**src/rtl/restoring_divider.sv**
```systemverilog
// Sequential unsigned restoring divider: 2W-bit dividend / W-bit divisor,
// one quotient bit per clock, with divide-by-zero and overflow fast paths.
module restoring_divider #(
  parameter int W = 12
) (
  input  logic           clk,
  input  logic           rst,
  input  logic           start,
  input  logic [2*W-1:0] M,
  input  logic [W-1:0]   B,
  output logic           busy,
  output logic           done,
  output logic [W-1:0]   A,
  output logic [W-1:0]   R,
  output logic           ovf,
  output logic           dz
);

  localparam int CW = $clog2(W + 1);

  typedef enum logic [1:0] {IDLE, RUN, DONE} state_t;

  state_t        state_q, state_d;
  logic [CW-1:0] cnt_q, cnt_d;
  logic [W-1:0]  part_q, part_d;
  logic [W-1:0]  dvd_q, dvd_d;
  logic [W-1:0]  div_q, div_d;
  logic [W-1:0]  quo_q, quo_d;
  logic [W-1:0]  a_q, a_d;
  logic [W-1:0]  r_q, r_d;
  logic          ovf_q, ovf_d;
  logic          dz_q, dz_d;

  // The partial remainder is always < divisor, so W bits hold it; only the
  // shifted value needs the extra bit before the compare.
  logic [W:0]    shifted;
  logic [W-1:0]  diff;
  logic          fits;

  always_comb begin
    shifted = {part_q, dvd_q[W-1]};
    fits    = (shifted >= {1'b0, div_q});
    diff    = shifted[W-1:0] - div_q;

    state_d = state_q;
    cnt_d   = cnt_q;
    part_d  = part_q;
    dvd_d   = dvd_q;
    div_d   = div_q;
    quo_d   = quo_q;
    a_d     = a_q;
    r_d     = r_q;
    ovf_d   = ovf_q;
    dz_d    = dz_q;

    case (state_q)
      IDLE: begin
        if (start) begin
          part_d  = M[2*W-1:W];
          dvd_d   = M[W-1:0];
          div_d   = B;
          quo_d   = '0;
          cnt_d   = CW'(W);
          ovf_d   = 1'b0;
          dz_d    = 1'b0;
          state_d = RUN;
          if (B == '0) begin
            dz_d    = 1'b1;
            a_d     = '1;
            r_d     = '0;
            state_d = DONE;
          end else if (M[2*W-1:W] >= B) begin
            ovf_d   = 1'b1;
            a_d     = '1;
            r_d     = '0;
            state_d = DONE;
          end
        end
      end
      RUN: begin
        part_d = fits ? diff : shifted[W-1:0];
        quo_d  = {quo_q[W-2:0], fits};
        dvd_d  = {dvd_q[W-2:0], 1'b0};
        cnt_d  = cnt_q - 1'b1;
        if (cnt_q == CW'(1)) begin
          a_d     = quo_d;
          r_d     = part_d;
          state_d = DONE;
        end
      end
      DONE: begin
        state_d = IDLE;
      end
      default: begin
        state_d = IDLE;
      end
    endcase
  end

  always_ff @(posedge clk) begin
    if (rst) begin
      state_q <= IDLE;
      cnt_q   <= '0;
      part_q  <= '0;
      dvd_q   <= '0;
      div_q   <= '0;
      quo_q   <= '0;
      a_q     <= '0;
      r_q     <= '0;
      ovf_q   <= 1'b0;
      dz_q    <= 1'b0;
    end else begin
      state_q <= state_d;
      cnt_q   <= cnt_d;
      part_q  <= part_d;
      dvd_q   <= dvd_d;
      div_q   <= div_d;
      quo_q   <= quo_d;
      a_q     <= a_d;
      r_q     <= r_d;
      ovf_q   <= ovf_d;
      dz_q    <= dz_d;
    end
  end

  assign busy = (state_q != IDLE);
  assign done = (state_q == DONE);
  assign A    = a_q;
  assign R    = r_q;
  assign ovf  = ovf_q;
  assign dz   = dz_q;

endmodule
```
**config.mk**
```make
export PLATFORM = sky130hd
export DESIGN_NAME = restoring_divider
export DESIGN_NICKNAME = d
export VERILOG_FILES = /design/src/rtl/restoring_divider.sv
export SDC_FILE = /design/constraint.sdc
export NUM_CORES = 1
export LEC_CHECK = 0
export ABC_AREA = 1
export CAP_MARGIN = 25
export CORE_UTILIZATION = 45
export CTS_CLUSTER_DIAMETER = 200
export DETAILED_ROUTE_END_ITERATION = 10
export GPL_TIMING_DRIVEN = 0
export PLACE_DENSITY = 0.68
export SLEW_MARGIN = 25
export SYNTH_ARGS = -nofsm -noshare
export SYNTH_HDL_FRONTEND = slang
export SYNTH_SLANG_ARGS = --single-unit
```
**constraint.sdc**
```tcl
create_clock -name clk -period 3.9 [get_ports clk]
set_input_delay 0.585 -clock clk [delete_from_list [all_inputs] [get_ports clk]]
set_output_delay 0.585 -clock clk [all_outputs]
set_load 0.03 [all_outputs]
```
Yosys cells after proc, flatten, opt, wreduce, memory -nomap -nowiden:

Cells that the tools add are included.

* bits of input ports: 39
* logic and storage cells: 55
* flip-flop bits (word level): 79
* output and inout bits: 28

* mux-type cells: 27
* reductions and logical operators: 8
* $add $sub $neg: 2
* magnitude comparators: 2
* eq/ne operators: 6

Operators with widths (count)
* $mux 12: 11
* $pmux 12 s2: 4
* $pmux 11 s2: 1
* $ge 13x12->1: 1
* $ge 12x12->1: 1
* $logic_not 12->1: 1
* $sub 12x12->12: 1
* $mux 11: 1
* $mux 2: 4
* $pmux 4 s2: 1
* $reduce_and 2->1: 3
* $eq 4x1->1 const B: 1
* $mux 4: 1
* $ne 2x2->1 const B: 2
* $pmux 2 s2: 1
* $reduce_and 4->1: 1
* $reduce_bool 2->1: 2
* $sub 4x1->4 const B: 1
* $mux 1: 3
* $ne 3x3->1 const B: 1
* $eq 2x1->1 const B: 1
* $eq 2x2->1 const B: 1
* $logic_not 2->1: 1

Depth between registers and ports, before layout:

* depth after elaboration: 5
* gate-level depth with buffers: 15
* gate-level depth less buffers: 14

Worst setup path after synthesis:

OpenSTA, ideal clock, no wires.

* path kind: input -> register
* from: input port B[11]
* to: register r_q[10], in the netlist R[10]
* path slack: 1.901 ns
* library setup time: 0.112 ns
* stages on the path: 13
* buffers on the path: 1
* arrival: 1.888 ns
* data required time: 3.788 ns
* cell sequence: inv_1 -> ha_1 -> nand2_1 -> nor2_1 -> nand2_1 -> nor2_1 -> nor2_1 -> nand4_2 -> nand2_2 -> buf_4 -> nand2_1 -> nand2_1 -> nor2_1

* word-level cells in the longest chain between the ends: 4
* elaborated cells on any way between the ends: 7
* classes of those cells: order compare: 1; eq/ne: 1; mux: 3; reduce/logical: 2

Ends and longest elaborated chain
* from (decl): line 10 `input logic [W-1:0] B,`
* parallel branches: the longest is 4 deep, another holds $ge 12x12->1
* to (signal assigned): line 120 `r_q <= r_d;`
* to (decl): line 30 `logic [W-1:0] r_q, r_d;`

Several ways; the timed one is not identified. The select of a mux whose other input is x is not followed.
A chain may end at the register's enable or synchronous reset.

Final worst setup path:

* from: input port B[11]
* to: register r_q[11], in the netlist R[11]

Same word-level chain as after synthesis.

==> run metrics <==
status finished, final reports clean; Die Width 102 um; setup TNS 0 ns; synthesized flop and latch total 79; ANT nets after route 0; multi-input combinational cell area 2420 um^2; post_cts resized 0; initial antenna violation count 0; Yosys top cell area share 35.1%; Non-Filler Instances 879; Die Ht 102 um; CTS tree done; Starting Density 46.4%; async set-reset flop share out of synthesis 0%; synth top area cells dfxtp_1 35%, nand2_1 13%, inv_1 7.5%; Placed Instances 863; Hold Worst Slack 0.473 ns; Final HPWL DP 8800 um; most numerous cell in the Yosys netlist nand2_1; largest net degree at the start of global routing 16; Netlist cell types 37; drt wl/cell 12.7 um; total setup buffers inserted after CTS 0; P&R area growth vs syn 23.3%; slew margin rel. 60.6%; Peak Freq 385 MHz; Yosys warnings 0; clk sink count 79; Synth Flop Type dfxtp_1; synthesized area per cell 6.78 um^2; Hold Violations, Final 0; Cell Rows 36; RSZ-0062 raised after global routing false; Slew @ Worst Pin 0.591 ns; area of the core 9730 um^2; Yosys top cell by area dfxtp_1; Buffers on Ports 65; Worst Setup End Kind register; die area 10400 um^2; CTS Buf Count 9; number of synthesized flops with an enable pin 0; global-route wire length before repair 18500 um; FILL cells 1006; most frequent cells after synthesis 155 x nand2_1, 90 x inv_1, 79 x dfxtp_1; H-tree depth 3; R2R Setup Slk 1.81 ns; Antenna Cells 0; Nets 807; PD cells 524 nW/um^2; endpoints failing setup 0; global route total overflow 0; crit start category input pin; required time of the critical path 4.16 ns; post-synthesis sequential area ratio 35.1%; crit path max fanout 10; Worst VDD drop 0.212 mV; vias in the first global route 3924; Worst Skew 0.00746 ns; cts-stage hold buffer count 0; Via Count 4309; Synth Instances 665; synthesized area 4510 um^2; Max Slew Vio Count 0; Global Route Usage Sum 23.0%; Final GP Congestion 0.864; Tcrit/Tclk final 66.6%; type of the tightest min-delay check register to register; sequential cell area 1580 um^2; vias per cell 4.90; WP data arrival 2.86 ns; layout cells sized above 1 8.04%; Skew-Pair Late Insertion Delay 0.36 ns; detailed-router iteration count before antenna repair 4; io pins 67; final worst path period need 2.60 ns; Routed Wire Length 11200 um; syn nets 731; CTS Root Cell clkbuf_8; DRC Markers 0; post-layout instance area 5560 um^2; Leak Pwr 0.00266 uW; max-cap violation count 0; placed inst area 5330 um^2; Worst Path Class, Setup input pin to register; clk slew on worst S/H paths 0.09 ns; Initial DRC Count 204; clk buf depth 2
[state kept, by name, indices dropped and copies added, names as in the netlist]
| register | flops |
|---|---|
| quo_q | 11 |
| A | 12 |
| state_q | 2 |
| cnt_q | 4 |
| ovf | 1 |
| dz | 1 |
| R | 12 |
| dvd_q | 12 |
| div_q | 12 |
| part_q | 12 |
[final timing paths]
kind,startpoint,to,cells after the start
max,B[11],R[11],12
min,A[3],A[3],2
max reg2reg,div_q[1],R[6],13
min reg2reg,A[3],A[3],2
[cell usage in the layout, fill, tap and decap left out, types with 2 or more instances in the layout]
cell,count
nand2_1,155
inv_1,90
dfxtp_1,79
nor2_1,73
clkdlybuf4s50_1,65
o21ai_0,40
a21oi_1,39
nand3_1,38
ha_1,26
clkbuf_1,15
nand2_2,12
buf_2,11
o31ai_1,11
o21a_1,11
a31oi_1,11
a22oi_1,10
clkbuf_8,10
nand4_1,8
inv_2,5
nor2_2,3
buf_4,3
nor2_4,3
xor2_1,3
inv_6,3
or2_0,2
o21bai_1,2
xnor2_1,2
bufinv_16,2
[logic make-up (layout without fill, tap and decap cells)]
family | count (synthesis) | after routing | share of synthesized area, %
buffers and inverters | 127 | 208 | 11.3
AOI/OAI and AO/OA | 127 | 127 | 16.5
xor gates and xnor gates | 5 | 5 | 0.971
adders and majority gates | 27 | 27 | 7.66
and+or+nand+nor | 300 | 300 | 28.5
DFF | 79 | 79 | 35.1
[area by class of cell]
cell class | count | area share (%)
flip-flops and latches | 79 | 28.4
clock inverters | 6 | 1.75
repair buffers | 65 | 11.7
inverters | 96 | 6.48
well taps | 133 | 2.99
plain buffers | 31 | 2.68
multi-input cells | 459 | 43.5
clock buffers | 10 | 2.47
[where the power goes]
part | internal [uW] | leakage [uW] | switching [uW]
combinational | 450 | 0.00189 | 745
clock | 389 | 0.000120 | 337
sequential | 922 | 0.000651 | 69.4
total | 1760 | 0.00266 | 1150
[worst max-delay path, stage by stage]
cell             delay, ns
clkdlybuf4s50_1       0.46
inv_1                 0.08
ha_1                  0.33
a21oi_1               0.16
nand3_1               0.10
nor2_1                0.32
nand4_2               0.26
nand2_2               0.21
buf_4                 0.19
nand2_1               0.06
nand2_1               0.05
nor2_1                0.05
[per-stage QoR]
stage	worst slack [ns]	total power, uW	util [%]
floorplan	1.90	1860	-
global placement	0.940	2180	54.8
detailed placement	0.924	2200	54.8
CTS	1.28	2930	57.2
global route	1.09	3130	57.2
finish	1.30	2910	57.2
[per-layer routing]
layer	wire length (um)	GRT usage, %
met1	5650	32.2
met2	4820	35.9
met3	522	3.56
met4	199	8.24
met5	0	0
No activity file was read; power rests on OpenSTA's default activity.
